`src/rtl/sprite_line_shifter_if.sv`:
```
// Line-load channel for sprite_line_shifter: valid/ready handshake carrying
// one packed line of pixels plus its per-line flip and scale attributes.
interface sprite_line_shifter_if #(
  parameter int PIX_W   = 3,
  parameter int DEPTH   = 16,
  parameter int SCALE_W = 2
);
  logic                     valid;
  logic                     ready;
  logic [PIX_W*DEPTH-1:0]   data;
  logic                     flip;
  logic [SCALE_W-1:0]       scale;

  // Producer side: offers lines, observes ready.
  modport master (output valid, data, flip, scale, input ready);
  // Shifter side: takes lines, reports shadow availability.
  modport slave  (input valid, data, flip, scale, output ready);
endinterface

```
`src/rtl/sprite_line_shifter.sv`:
```
// Double-buffered pixel serialiser. A line is accepted into a shadow slot,
// promoted to the active slot, and emitted one pixel per enable edge, each
// pixel repeated scale+1 times, optionally in reversed (flipped) order.
module sprite_line_shifter #(
  parameter int PIX_W   = 3,
  parameter int DEPTH   = 16,
  parameter int SCALE_W = 2
) (
  input  logic                  clk,
  input  logic                  reset_n,
  sprite_line_shifter_if.slave  ld,
  input  logic                  en,
  output logic [PIX_W-1:0]      pix_out,
  output logic                  pix_valid,
  output logic                  line_done,
  output logic                  busy
);

  localparam int                IDX_W    = (DEPTH > 1) ? $clog2(DEPTH) : 1;
  localparam int                LINE_W   = PIX_W * DEPTH;
  localparam logic [IDX_W-1:0]  LAST_IDX = IDX_W'(DEPTH - 1);

  // Shadow slot
  logic [LINE_W-1:0]   sh_data;
  logic                sh_flip;
  logic [SCALE_W-1:0]  sh_scale;
  logic                sh_full;

  // Active slot
  logic [LINE_W-1:0]   act_data;
  logic                act_flip;
  logic [SCALE_W-1:0]  act_scale;
  logic [IDX_W-1:0]    idx;
  logic [SCALE_W-1:0]  rep;
  logic                act_full;

  logic                accept;
  logic                last_emit;
  logic                promote;
  logic [IDX_W-1:0]    sel;
  logic [LINE_W-1:0]   act_shifted;
  logic [PIX_W-1:0]    field;

  assign ld.ready  = !sh_full;
  assign busy      = act_full || sh_full;
  assign accept    = ld.valid && !sh_full;
  assign last_emit = act_full && (idx == LAST_IDX) && (rep == act_scale);
  // Refill an empty active slot at once; otherwise hand over only on the
  // enable edge that carries the final repetition, so lines abut seamlessly.
  assign promote   = sh_full && (!act_full || (en && last_emit));

  // Pixel 0 sits in the top field, so shift the selected field up to the MSBs.
  assign sel         = act_flip ? (LAST_IDX - idx) : idx;
  assign act_shifted = act_data << (PIX_W * sel);
  assign field       = act_shifted[LINE_W-1 -: PIX_W];

  // Line payload registers: written on accept/promote, qualified by full flags.
  // NOTE: payload is deliberately left without reset; the full flags decide
  // whether it is ever looked at, so clearing it would only cost reset fan-out.
  always_ff @(posedge clk) begin
    if (accept) begin
      sh_data  <= ld.data;
      sh_flip  <= ld.flip;
      sh_scale <= ld.scale;
    end
    if (promote) begin
      act_data  <= sh_data;
      act_flip  <= sh_flip;
      act_scale <= sh_scale;
    end
  end

  // Slot occupancy and the active line's pixel/repeat position.
  // NOTE: sequential state uses non-blocking assignments so every flop sees
  // the pre-edge values of the others regardless of statement order.
  always_ff @(posedge clk or negedge reset_n) begin
    if (!reset_n) begin
      sh_full  <= 1'b0;
      act_full <= 1'b0;
      idx      <= '0;
      rep      <= '0;
    end else begin
      if (accept) begin
        sh_full <= 1'b1;
      end else if (promote) begin
        sh_full <= 1'b0;
      end

      if (promote) begin
        act_full <= 1'b1;
        idx      <= '0;
        rep      <= '0;
      end else if (en && act_full) begin
        if (rep == act_scale) begin
          rep <= '0;
          if (idx == LAST_IDX) begin
            act_full <= 1'b0;
            idx      <= '0;
          end else begin
            idx <= idx + 1'b1;
          end
        end else begin
          rep <= rep + 1'b1;
        end
      end
    end
  end

  // Registered pixel outputs: update on enable edges, line_done is a pulse.
  always_ff @(posedge clk or negedge reset_n) begin
    if (!reset_n) begin
      pix_out   <= '0;
      pix_valid <= 1'b0;
      line_done <= 1'b0;
    end else if (en) begin
      if (act_full) begin
        pix_out   <= field;
        pix_valid <= 1'b1;
        line_done <= last_emit;
      end else begin
        pix_out   <= '0;
        pix_valid <= 1'b0;
        line_done <= 1'b0;
      end
    end else begin
      line_done <= 1'b0;
    end
  end

endmodule
```
`src/flat_wrapper.sv`:
```
// flat-port wrapper written by rule: the top's interface ports become plain ports
module sprite_line_shifter_flat 
#(
  parameter int PIX_W   = 3,
  parameter int DEPTH   = 16,
  parameter int SCALE_W = 2
)
  (clk, reset_n, en, pix_out, pix_valid, line_done, busy, ld_valid, ld_data, ld_flip, ld_scale, ld_ready);
  sprite_line_shifter_if #(.PIX_W(PIX_W), .DEPTH(DEPTH), .SCALE_W(SCALE_W)) ld_i ();
  input  logic clk;
  input  logic reset_n;
  input  logic en;
  output logic [PIX_W-1:0] pix_out;
  output logic pix_valid;
  output logic line_done;
  output logic busy;
  input wire logic [$bits(ld_i.valid)-1:0] ld_valid;
  input wire logic [$bits(ld_i.data)-1:0] ld_data;
  input wire logic [$bits(ld_i.flip)-1:0] ld_flip;
  input wire logic [$bits(ld_i.scale)-1:0] ld_scale;
  output wire logic [$bits(ld_i.ready)-1:0] ld_ready;
  assign ld_i.valid = ld_valid;
  assign ld_i.data = ld_data;
  assign ld_i.flip = ld_flip;
  assign ld_i.scale = ld_scale;
  assign ld_ready = ld_i.ready;
  sprite_line_shifter #(.PIX_W(PIX_W), .DEPTH(DEPTH), .SCALE_W(SCALE_W)) u_core (.clk(clk), .reset_n(reset_n), .ld(ld_i), .en(en), .pix_out(pix_out), .pix_valid(pix_valid), .line_done(line_done), .busy(busy));
endmodule
```
`config.mk`:
```
export PLATFORM = sky130hd
export DESIGN_NAME = sprite_line_shifter_flat
export DESIGN_NICKNAME = d
export VERILOG_FILES = /design/src/rtl/sprite_line_shifter_if.sv /design/src/rtl/sprite_line_shifter.sv /design/src/flat_wrapper.sv
export SDC_FILE = /design/constraint.sdc
export NUM_CORES = 1
export LEC_CHECK = 0
export BUFFER_PORTS_ARGS = -buffer_cell sky130_fd_sc_hd__buf_4
export CAP_MARGIN = 20
export CORE_MARGIN = 5
export CORE_UTILIZATION = 35
export DETAILED_ROUTE_END_ITERATION = 8
export GPL_ROUTABILITY_DRIVEN = 0
export GPL_TIMING_DRIVEN = 1
export SYNTH_ARGS = -nofsm -noshare
export SYNTH_HDL_FRONTEND = slang
export SYNTH_SLANG_ARGS = --single-unit
```
`constraint.sdc`:
```
create_clock -name clk -period 5.64 [get_ports clk]
set_clock_uncertainty 0.15 [all_clocks]
set_input_delay 1.128 -clock clk [delete_from_list [all_inputs] [get_ports clk]]
set_output_delay 1.128 -clock clk [all_outputs]
set_load 0.005 [all_outputs]
```
Word level (Yosys, flattened, before mapping)
Index checks and enable logic that the tools add are counted.

Flip-flop bits (word level): 115. Bits in latches: 0. RAM bits: 0. ROM bits: 0. Input bits: 55. Output and inout port bits: 7. Word-level logic and storage cells: 54. Memories kept: 0.

$add $sub $neg: 3. Multiply operators: 1. Div/mod/pow operators: 0. Order comparisons: 0. Eq/ne operators: 2. Shifts and indexed selects: 1. Muxes and demuxes: 18. Bitwise operators: 0. Reductions and logical operators: 16.

Operators by type and width (count): $shl A48 B6 Y48 (1); $mux W4 (5); $mux W1 (9); $reduce_bool A2 Y1 (4); $logic_and A1 B1 Y1 (6); $mul A2 B4 Y6 const A (1); $mux W2 (3); $add A4 B1 Y4 const B (1); $eq A4 B4 Y1 const B (1); $sub A4 B4 Y4 const A (1); $mux W3 (1); $reduce_and A3 Y1 (1); $add A2 B1 Y2 const B (1); $eq A2 B2 Y1 (1); $logic_not A1 Y1 (2); $logic_or A1 B1 Y1 (2); $reduce_and A2 Y1 (1).

Longest topological paths before layout
Gate-level depths: netlist of the first run.

Depth in word-level cells: 8. Depth in mapped cells: 14. Depth with buffers taken out: 10.

Worst setup path after synthesis of the first run
No wires, ideal clock.

Path kind: in2reg. Start: input en. End: register u_core.act_data[0] (enable). Library setup time: 0.478 ns. Arrival: 4.586 ns. Data required time: 5.012 ns. Setup slack: 0.425 ns. Stages on the path: 4. Path buffers: 0. Cells stage by stage: nand2_1 nor3_1 nand4_1 a21oi_1.

Word-level cells in the longest chain between the ends: 3.

RTL lines: start, declared (line flat_wrapper.sv:12) `input logic en;`; $logic_and A1 B1 Y1 (line sprite_line_shifter.sv:50) `assign promote = sh_full && (!act_full || (en && last_emit));`; $logic_or A1 B1 Y1 (line sprite_line_shifter.sv:50); $logic_and A1 B1 Y1 (line sprite_line_shifter.sv:50); named net u_core.promote (line sprite_line_shifter.sv:39) `logic promote;`; end signal, assigned (line sprite_line_shifter.sv:67) `act_data <= sh_data;`; end, declared (line sprite_line_shifter.sv:30) `logic [LINE_W-1:0] act_data;`.

The timed path passes the listed nets, and every way through them passes these cells. A chain may end at the register's enable or synchronous reset.

Worst setup path after layout of the first run
Start: register u_core.act_flip. End: register u_core.pix_out[1].

Word-level cells in the longest chain between the ends: 4.

RTL lines: start, declared (line sprite_line_shifter.sv:31) `logic act_flip;`; start signal, assigned (line sprite_line_shifter.sv:68) `act_flip <= sh_flip;`; $mux W4 (line sprite_line_shifter.sv:53) `assign sel = act_flip ? (LAST_IDX - idx) : idx;`; $mul A2 B4 Y6 (line sprite_line_shifter.sv:54) `assign act_shifted = act_data << (PIX_W * sel);`; $shl A48 B6 Y48 (line sprite_line_shifter.sv:54); $mux W3 (line sprite_line_shifter.sv:116) `if (act_full) begin`; end signal, assigned (line sprite_line_shifter.sv:117) `pix_out <= field;`; end, declared (line sprite_line_shifter.sv:13) `output logic [PIX_W-1:0] pix_out,`.

Every way passes these cells.

==> run_results.csv, run 1 <==
group,metric,value,unit
outcome,status,"finished, final reports clean",
setup_path,worstSetupPathType,"register to register",
floorplanning,fp.dieW,128,microns
timing,slew_viol_final,0,
setup_path,cp_data_required_time,5.76,ns
setup_path,cpMostUsedCell,"buf_4",
clocking,cts.clk_slew.worst_paths,0.05,ns
setup_path,crit_path_start_kind,"register",
drt,drt_iter0_drc,170,
timing,whs,0.266,ns
setup_path,crit_arrival,4.27,ns
placement,dp_cells,509,
yosys,synth.top_cells.by_count,"edfxtp_1 (102), mux4_2 (18), nand2_1 (18)",
setup_path,worst-path-buf-inv,3,
drt,vias,2657,
global_routing,grt_pass1_vias,2753,
yosys,yosysUniqueCellTypes,41,
setup_path,end_kind,"register",
drt,drcViolationCount,0,
setup_path,crit_slowest_cell,"mux4_1",
clocking,cts_setup_buffers,0,
timing,setup_tns,0,ns
clocking,insertion_delay,0.41,ns
final_layout,multi_input_area,1430,sq um
placement,hpwlAfterDp,6030,microns
global_routing,grt_usage,11.5,%
drt,wl_per_cell,16.1,microns
setup_path,path_delay_family,"buffers and inverters",
clocking,clock_path_buffers,2,
drt,routed_wl,8720,microns
yosys,avgSynthCellArea,17.9,sq um
timing,slew_headroom,42.1,%
drt,drt_first_pass_iters,4,
yosys,yosysSeqAreaShare,69.4,%
timing,worstMarginPinSlew,0.866,ns
setup_path,crit_start,"u_core.act_flip",
final_layout,utilization,44.8,%
power,ir_drop,0.307,mV
clocking,cts_root_buf,"clkbuf_16",
final_layout,syn2layout_area_growth,26.4,%
timing,setup-violations-final,0,
clocking,htreeDepth,4,
floorplanning,die-area,16400,sq um
yosys,synthArstFlopShare,11.3,%
global_routing,grt_max_degree,53,
global_routing,grt_antenna_before_repair,0,
clocking,cts_tree,"built",
floorplanning,std_cell_rows,43,
yosys,synthMostInstantiatedCell,"edfxtp_1",
floorplanning,ios,62,
timing,hold_viol,0,
setup_path,slowest_delay,0.57,ns
timing,rsz0062_at_grt,"no",
clocking,numCtsBuffers,17,
worst_hold_path,hold_path_class,"register to register",
drt,ant_nets,0,
timing,min_period_over_period,73.6,%
floorplanning,die_h,128,microns
final_layout,ff_latch_area,3390,sq um
clocking,numClockSinks,115,
global_routing,grt_overflow,0,
yosys,synthTopCellsByArea,"edfxtp_1 (63%), mux4_2 (8.3%), dfrtp_1 (6.7%)",
clocking,cts_resized,0,
setup_path,cp_cell_sequence,"xor2_4 -> buf_4 -> ha_1 -> inv_1 -> fa_1 -> xnor2_2 -> buf_4 -> mux4_1 -> mux2i_1 -> a21oi_1 -> o2111ai_1 -> o221ai_1",
yosys,synth_ff_type,"edfxtp_1",
flow_run,maxCapViolations,0,
power,power_density,591,nW/um^2
yosys,synth_edf_count,102,
timing,fmax,241,MHz
final_layout,fillCellCount,1229,
clocking,hold_buffers,0,
placement,io_buffers,61,
yosys,synth_top_area_share,62.7,%
yosys,yosysWarningCount,0,
yosys,syn-num-nets,334,
power,power_leakage,0.00227,uW
floorplanning,coreArea,13800,sq um
yosys,syn-instance-count,273,
final_layout,final_cells,540,
setup_path,crit_fanout,34,
yosys,ys_ff_latch,115,
yosys,synth_area_leader_cell,"edfxtp_1",
final_layout,antenna_cells,0,
yosys,syn-cell-area,4880,sq um
final_layout,drive_gt1_share,32.8,%
worst_hold_path,min-delay-start,"u_core.sh_data[28]",
setup_path,r2r_start,"u_core.act_flip",
timing,period_needed,4.15,ns
setup_path,r2r_slack,1.49,ns
drt,viasPerCell,4.92,
global_routing,grt_pass1_wl,14000,microns
floorplanning,start_util,35.5,%
final_layout,nets,409,
## final timing paths
check	endpoint	depth (start not counted)
worst max register to register	u_core.pix_out[1]	12
worst max-delay path	u_core.pix_out[1]	12
max in group asynchronous	u_core.rep[1]	1
worst min-delay path	u_core.act_data[28]	0
min in group asynchronous	u_core.sh_full	1
worst min register to register	u_core.act_data[28]	0
## layout by cell type (no fill, tap or decap), types with 2 or more instances in the layout
cell type,count
a211oi_1,2
a21oi_1,6
a31oi_1,5
and2_1,2
buf_4,66
bufinv_16,4
clkbuf_16,17
clkinv_1,3
clkinv_2,4
clkinvlp_4,2
dfrtp_1,13
edfxtp_1,102
ha_1,5
inv_1,10
mux2i_1,15
mux4_1,8
mux4_2,18
nand2_1,18
nand2b_1,3
nand3_1,4
nor2_1,7
nor3_1,4
o2111ai_1,2
o21ai_0,5
o22ai_1,5
or2_2,2
or3_1,2
xor2_1,10
## cell families after synthesis
kind of cell | after synthesis | share of synthesized area, %
flip-flops | 115 | 69.4
adder cells (fa/ha/maj) | 6 | 1.69
XOR/XNOR | 12 | 2.46
AO/OA/AOI/OAI | 33 | 4.35
multiplexers | 41 | 15.7
AND/OR/NAND/NOR | 46 | 4.48
buffers and inverters | 20 | 1.97
## power by group
part / internal [uW] / switching [uW]
logic: 729 / 743
registers: 1040 / 59.3
clock network: 726 / 350
## metrics by stage
stage | setup WS, ns | instance area, sq um | power, uW
detailed placement | 1.47 | 5580 | 2600
global placement | 1.55 | 5580 | 2590
floorplan | 0.425 | 4880 | 2290
global route | 1.24 | 6170 | 3870
CTS | 1.45 | 6170 | 3690
finish | 1.49 | 6170 | 3650
## cell type report
type | count | share of cell area (%)
clock buffer | 18 | 6.95
timing repair buffer | 66 | 8.03
sequential | 115 | 54.9
clock inverter | 13 | 2.70
tap | 180 | 3.65
multi-input combinational | 138 | 23.2
inverter | 10 | 0.608
## state kept, by name, summed over array words and instances, names as in the netlist
signal,flops
u_core.act_data,48
u_core.sh_data,48
u_core.idx,4
u_core.pix_out,3
u_core.act_scale,2
u_core.rep,2
u_core.sh_scale,2
u_core.act_flip,1
u_core.act_full,1
u_core.line_done,1
u_core.pix_valid,1
u_core.sh_flip,1
u_core.sh_full,1
## routing by layer
layer	up-vias	track usage (%)	wire length, microns
met5	-	0	0
met4	0	5.99	177
met3	16	4.38	396
met2	58	17.7	4280
met1	1338	14.0	3860
li1	1245	-	-
No activity file was read; power rests on OpenSTA's default activity.
==> run 2: changes to the inputs <==
Settings changed: ABC_AREA set to 1.
Clock period 5.64 ns to 3.55 ns, I/O delays scaled along.
==> run 2 against run 1 <==
Against the previous run: first-iteration DRC count rose by 110%; global-route usage grew 0.91 points; clock-buffer cell count is the same; non-clock buffer count rose by 3; critical endpoint is now u_core.pix_out[2]; largest cell class unchanged; largest power group unchanged; highest routed layer unchanged.
==> run_results.csv, run 2 <==
group,metric,value,unit
setup_path,end_kind,"register",
timing,setup_tns,0,ns
yosys,syn-cell-area,5180,sq um
drt,drt_first_pass_iters,4,
timing,setup-violations-final,0,
yosys,synthArstFlopShare,11.3,%
yosys,synth_simple_gate_area_share,24.6,%
clocking,htreeDepth,4,
yosys,synthMostInstantiatedCell,"nand3_1",
power,power_density,847,nW/um^2
timing,slew_viol_final,0,
yosys,syn-instance-count,492,
clocking,numCtsBuffers,17,
yosys,synthAdderAreaFrac,1.59,%
yosys,synth_mux_area_share,0,%
placement,place_area,5820,sq um
drt,ant_nets,0,
floorplanning,die-area,17300,sq um
global_routing,grt_antenna_before_repair,0,
setup_path,crit_fanout,16,
drt,vias,3649,
timing,period_needed,3.00,ns
setup_path,worstSetupPathType,"register to register",
power,ir_drop,0.395,mV
yosys,yosysWarningCount,0,
clocking,cts_tree,"built",
worst_hold_path,hold_depth,0,
clocking,cts_setup_buffers,0,
drt,viasPerCell,4.83,
yosys,avgSynthCellArea,10.5,sq um
placement,io_buffers,61,
final_layout,final_common_cell,"nand3_1",
floorplanning,ios,62,
clocking,insertion_delay,0.41,ns
placement,hpwlAfterDp,7050,microns
final_layout,antenna_cells,0,
clocking,cts_resized,0,
global_routing,grt_overflow,0,
outcome,status,"finished, final reports clean",
yosys,synth_edf_count,102,
worst_hold_path,hold_path_class,"register to register",
timing,min_period_over_period,84.6,%
final_layout,fin_area,6470,sq um
clocking,numClockSinks,115,
setup_path,cp_cell_sequence,"xnor2_1 -> inv_1 -> ha_1 -> inv_1 -> fa_1 -> inv_1 -> nand3_1 -> nand3_1 -> nand2_1 -> nand2_1 -> nand3_1 -> nand2_1 -> nand2_1",
yosys,yosysUniqueCellTypes,27,
power,power_leakage,0.00264,uW
yosys,ys_ff_latch,115,
final_layout,largestRegisters,"u_core.act_data (48), u_core.sh_data (48), u_core.idx (4)",
timing,whs,0.266,ns
floorplanning,die_h,132,microns
clocking,cts_root_buf,"clkbuf_16",
setup_path,cpMostUsedCell,"nand2_1",
yosys,synth_compound_area_share,1.28,%
setup_path,cp_data_required_time,3.70,ns
flow_run,maxCapViolations,0,
timing,fmax,333,MHz
timing,hold_viol,0,
floorplanning,coreArea,14500,sq um
drt,routed_wl,10300,microns
global_routing,grt_pass1_vias,3669,
global_routing,grt_pass1_wl,17400,microns
yosys,syn-num-nets,553,
final_layout,final_cells,755,
placement,dp_cells,722,
drt,drt_iter0_drc,350,
yosys,synthTopCellsByArea,"edfxtp_1 (59%), nand3_1 (13%), nand2_1 (9.3%)",
yosys,yosysSeqAreaShare,65.4,%
clocking,hold_buffers,1,
final_layout,final_cell_mix,"nand3_1 (137), nand2_1 (128), edfxtp_1 (102)",
floorplanning,fp.dieW,132,microns
setup_path,rr_worst_depth,13,
yosys,synth.top_cells.by_count,"nand3_1 (137), nand2_1 (128), edfxtp_1 (102)",
global_routing,grt_max_degree,55,
final_layout,syn2layout_area_growth,25.0,%
floorplanning,start_util,35.6,%
timing,slew_headroom,48.2,%
yosys,synth_top_family_by_area,"simple AND/OR/NAND/NOR gates",
final_layout,drive_gt1_share,18.7,%
yosys,synth-xor-area-share,1.18,%
final_layout,nets,619,
final_layout,fillCellCount,1350,
setup_path,crit_arrival,3.15,ns
floorplanning,std_cell_rows,44,
drt,drcViolationCount,0,
yosys,synth_ff_type,"edfxtp_1",
setup_path,crit_slowest_cell,"edfxtp_1",
yosys,synth_area_leader_cell,"edfxtp_1",
setup_path,slowest_delay,0.52,ns
clocking,cts.clk_slew.worst_paths,0.05,ns
final_layout,utilization,44.5,%
timing,rsz0062_at_grt,"no",
setup_path,crit_path_start_kind,"register",
yosys,synth_top_area_share,59.1,%
timing,worstMarginPinSlew,0.775,ns
drt,wl_per_cell,13.6,microns
clocking,clock_path_buffers,2,
global_routing,grt_usage,12.4,%
[run 2: changes by cell type after synthesis, sizes merged, moves of 3 or more]
cell	previous run	this run
nand3	4	137
xor2	11	2
buf	7	18
mux2i	15	0
nand2b	3	0
nand2	18	132
inv	10	43
xnor2	1	5
o22ai	5	1
mux4	26	0
a31oi	5	0
[run 2: per-layer routing]
layer / vias up / wire [microns] / share of wire, % / GRT usage [%]
li1: 1823 / - / - / -
met1: 1712 / 4800 / 47 / 15.9
met2: 98 / 4740 / 46 / 19.2
met3: 16 / 553 / 5.4 / 4.20
met4: 0 / 199 / 1.9 / 5.26
met5: - / 0 / 0 / 0
[run 2: power breakdown]
part | leakage, uW | internal [uW] | switching [uW]
clock | 0.000300 | 1240 | 577
sequential | 0.00107 | 1520 | 53.3
combinational | 0.00127 | 781 | 1310
[run 2: cell families (layout without fill, tap and decap cells)]
group	count (synthesis)	in the layout
simple gates	284	284
compound gates	13	13
fa+ha+maj	6	6
xor+xnor	7	7
flops	115	115
buf+inv	67	146
[run 2: metrics by stage]
stage | total power (uW) | setup slack (ns)
global placement | 3650 | 0.686
floorplan | 3240 | 0.0304
CTS | 5540 | 0.537
detailed placement | 3690 | 0.553
finish | 5480 | 0.547
global route | 5890 | 0.294
[run 2: worst paths after layout]
path	from	endpoint	slack, ns
min reg2reg	u_core.sh_data[24]	u_core.act_data[24]	0.27
max	u_core.act_flip	u_core.pix_out[2]	0.55
min in group asynchronous	reset_n	u_core.pix_valid	0.55
min	u_core.sh_data[24]	u_core.act_data[24]	0.27
max reg2reg	u_core.act_flip	u_core.pix_out[2]	0.55
max in group asynchronous	reset_n	u_core.act_full	2.54
[run 2: area by class of cell]
| class | instances | area [sq um] | area share (%) |
|---|---|---|---|
| timing repair buffer | 69 | 546 | 8.43 |
| inverter | 45 | 170 | 2.63 |
| tap | 184 | 230 | 3.56 |
| clock inverter | 14 | 211 | 3.27 |
| clock buffer | 18 | 429 | 6.63 |
| sequential | 115 | 3390 | 52.3 |
| multi-input combinational | 310 | 1500 | 23.1 |
[run 2: critical path: cells and delay by family, from the launching register on]
family / cells / cell delay [ns]
xor gates and xnor gates: 1 / 0.33
adders and majority gates: 2 / 0.64
buffers and inverters: 3 / 0.61
DFF: 1 / 0.52
and+or+nand+nor: 7 / 0.63
==> run 3: changes to the inputs <==
Settings changed: ABC_AREA 1 to 0.
Clock period 3.55 ns to 2.5 ns, I/O delays scaled along.
==> run 3 against run 2 <==
Against the previous run: the flow now finishes with violations (negative setup slack); register-to-register slack lost 1.2 ns; highest routed layer unchanged; cell count decreased by 25%; global-route usage shrank 0.64 points.
==> run_results.csv, run 3 (synthesis results as in run 1) <==
group,metric,value,unit
outcome,status,"finished with violations",
outcome,failed_checks,"negative setup slack",
global_routing,grt_usage,11.8,%
worst_hold_path,hold_path_class,"input pin to register",
clocking,cts_tree,"built",
final_layout,syn2layout_area_growth,30.3,%
power,power_density,1360,nW/um^2
drt,drt_iter0_drc,151,
floorplanning,fp.dieW,128,microns
floorplanning,coreArea,13800,sq um
timing,worstMarginPinSlew,0.452,ns
final_layout,drive_gt1_share,38.5,%
final_layout,final_common_cell,"edfxtp_1",
clocking,htreeDepth,4,
final_layout,largestRegisters,"u_core.act_data (48), u_core.sh_data (48), u_core.idx (4)",
power,ir_drop,0.591,mV
timing,period_needed,3.14,ns
clocking,cts_root_buf,"clkbuf_16",
timing,slew_viol_final,0,
final_layout,utilization,46.2,%
global_routing,grt_overflow,0,
setup_path,crit_path_start_kind,"register",
drt,drcViolationCount,0,
clocking,clock_path_buffers,2,
clocking,insertion_delay,0.41,ns
flow_run,maxCapViolations,0,
final_layout,fin_area,6360,sq um
clocking,cts.clk_slew.worst_paths,0.05,ns
timing,whs,0.119,ns
timing,fmax,319,MHz
final_layout,final_cell_mix,"edfxtp_1 (102), buf_4 (86), mux4_2 (21)",
timing,rsz0062_at_grt,"yes",
global_routing,grt_pass1_wl,14500,microns
drt,drt_first_pass_iters,4,
drt,vias,2682,
floorplanning,die-area,16400,sq um
power,power_leakage,0.00236,uW
placement,hpwlAfterDp,6300,microns
setup_path,cp_data_required_time,2.61,ns
global_routing,grt_pass1_vias,2906,
clocking,numCtsBuffers,17,
timing,hold_viol,0,
setup_path,crit_arrival,3.25,ns
global_routing,grt_antenna_before_repair,0,
drt,routed_wl,8860,microns
placement,io_buffers,61,
timing,min_period_over_period,125,%
timing,setup-violations-final,3,
setup_path,worstSetupPathType,"register to register",
floorplanning,std_cell_rows,43,
drt,wl_per_cell,15.6,microns
floorplanning,ios,62,
timing,final.setup.worst_slack,-0.635,ns
global_routing,grt_max_degree,53,
drt,viasPerCell,4.73,
setup_path,end_kind,"register",
clocking,numClockSinks,115,
final_layout,nets,436,
final_layout,antenna_cells,0,
drt,ant_nets,0,
floorplanning,die_h,128,microns
placement,place_area,5820,sq um
setup_path,crit_fanout,9,
timing,slew_headroom,69.9,%
floorplanning,start_util,35.5,%
==> run 3: cell types whose count changed in the layout (fill, tap and decap cells not counted), moves of 5 or more <==
| cell | before | now |
|---|---|---|
| nand3_1 | 137 | 4 |
| nand2_1 | 128 | 17 |
| inv_1 | 42 | 9 |
| mux4_2 | 0 | 21 |
| buf_4 | 66 | 86 |
| mux2i_1 | 0 | 14 |
| xor2_1 | 2 | 9 |
| a31oi_1 | 0 | 5 |
| bufinv_16 | 5 | 0 |
| mux4_1 | 0 | 5 |
| xnor2_1 | 5 | 0 |
==> run 3: path summary, 6_finish.rpt <==
check                                         from                   to  slack, ns  cells past startpoint
worst min register to register  u_core.sh_data[38]  u_core.act_data[38]       0.26                      0
worst min-delay path                       ld_flip       u_core.sh_flip       0.12                      1
min in group asynchronous                  reset_n      u_core.act_full       0.34                      2
max in group asynchronous                  reset_n        u_core.idx[3]       1.70                      2
worst max-delay path               u_core.act_flip    u_core.pix_out[1]      -0.64                     12
worst max register to register     u_core.act_flip    u_core.pix_out[1]      -0.64                     12
==> run 3: power by group <==
part	leakage, uW	internal (uW)	switching (uW)	total (uW)
Sequential	0.00107	2350	117	2470
Combinational	0.00105	2330	1880	4210
Clock	0.000242	1220	733	1960
Total	0.00236	5910	2730	8640
==> run 3: through the flow <==
step | power (uW) | setup WS, ns | instances | setup TNS, ns
3_3_place_gp | 6560 | -0.574 | 532 | -1.59
2_1_floorplan | 5400 | -0.926 | 273 | -7.80
6_report | 8640 | -0.635 | 567 | -1.63
5_1_grt | 9210 | -0.736 | 567 | -2.04
3_5_place_dp | 6610 | -0.646 | 532 | -1.83
4_1_cts | 8770 | -0.625 | 567 | -1.66
==> run 3: cell type report <==
type	instances	area [sq um]
clock buffers	21	440
clock inverters	10	43.8
fillers	1215	7410
inverters	10	37.5
multi-input cells	138	1470
flip-flops and latches	115	3390
well taps	180	225
repair buffers	93	758
==> run 3: repair_timing <==
| action | in CTS | in global routing |
|---|---|---|
| endpoints found under the hold margin | 13 | 0 |
| cloned | 0 | 0 |
| resized for setup | 5 | 0 |
| pin swaps | 1 | 0 |
| buffers inserted | 3 | 0 |
| setup endpoints to repair | 3 | 3 |
| hold buffers | 1 | 0 |
==> run 3: routing by layer <==
layer | vias up | wire, microns | GRT usage, %
met5 | - | 0 | 0
met4 | 0 | 38 | 4.31
met3 | 5 | 451 | 4.54
met2 | 68 | 4550 | 19.1
met1 | 1317 | 3820 | 14.3
li1 | 1292 | - | -
==> run 3: worst max-delay path, cell delays in order (launching register included) <==
cell and delay, ns:
edfxtp_1 0.45, buf_6 0.17, xor2_4 0.17, ha_4 0.17, inv_2 0.03, fa_2 0.40
xnor2_4 0.19, buf_12 0.16, mux4_2 0.50, mux2i_1 0.18, a21oi_1 0.10, o2111ai_1 0.18
o221ai_1 0.14
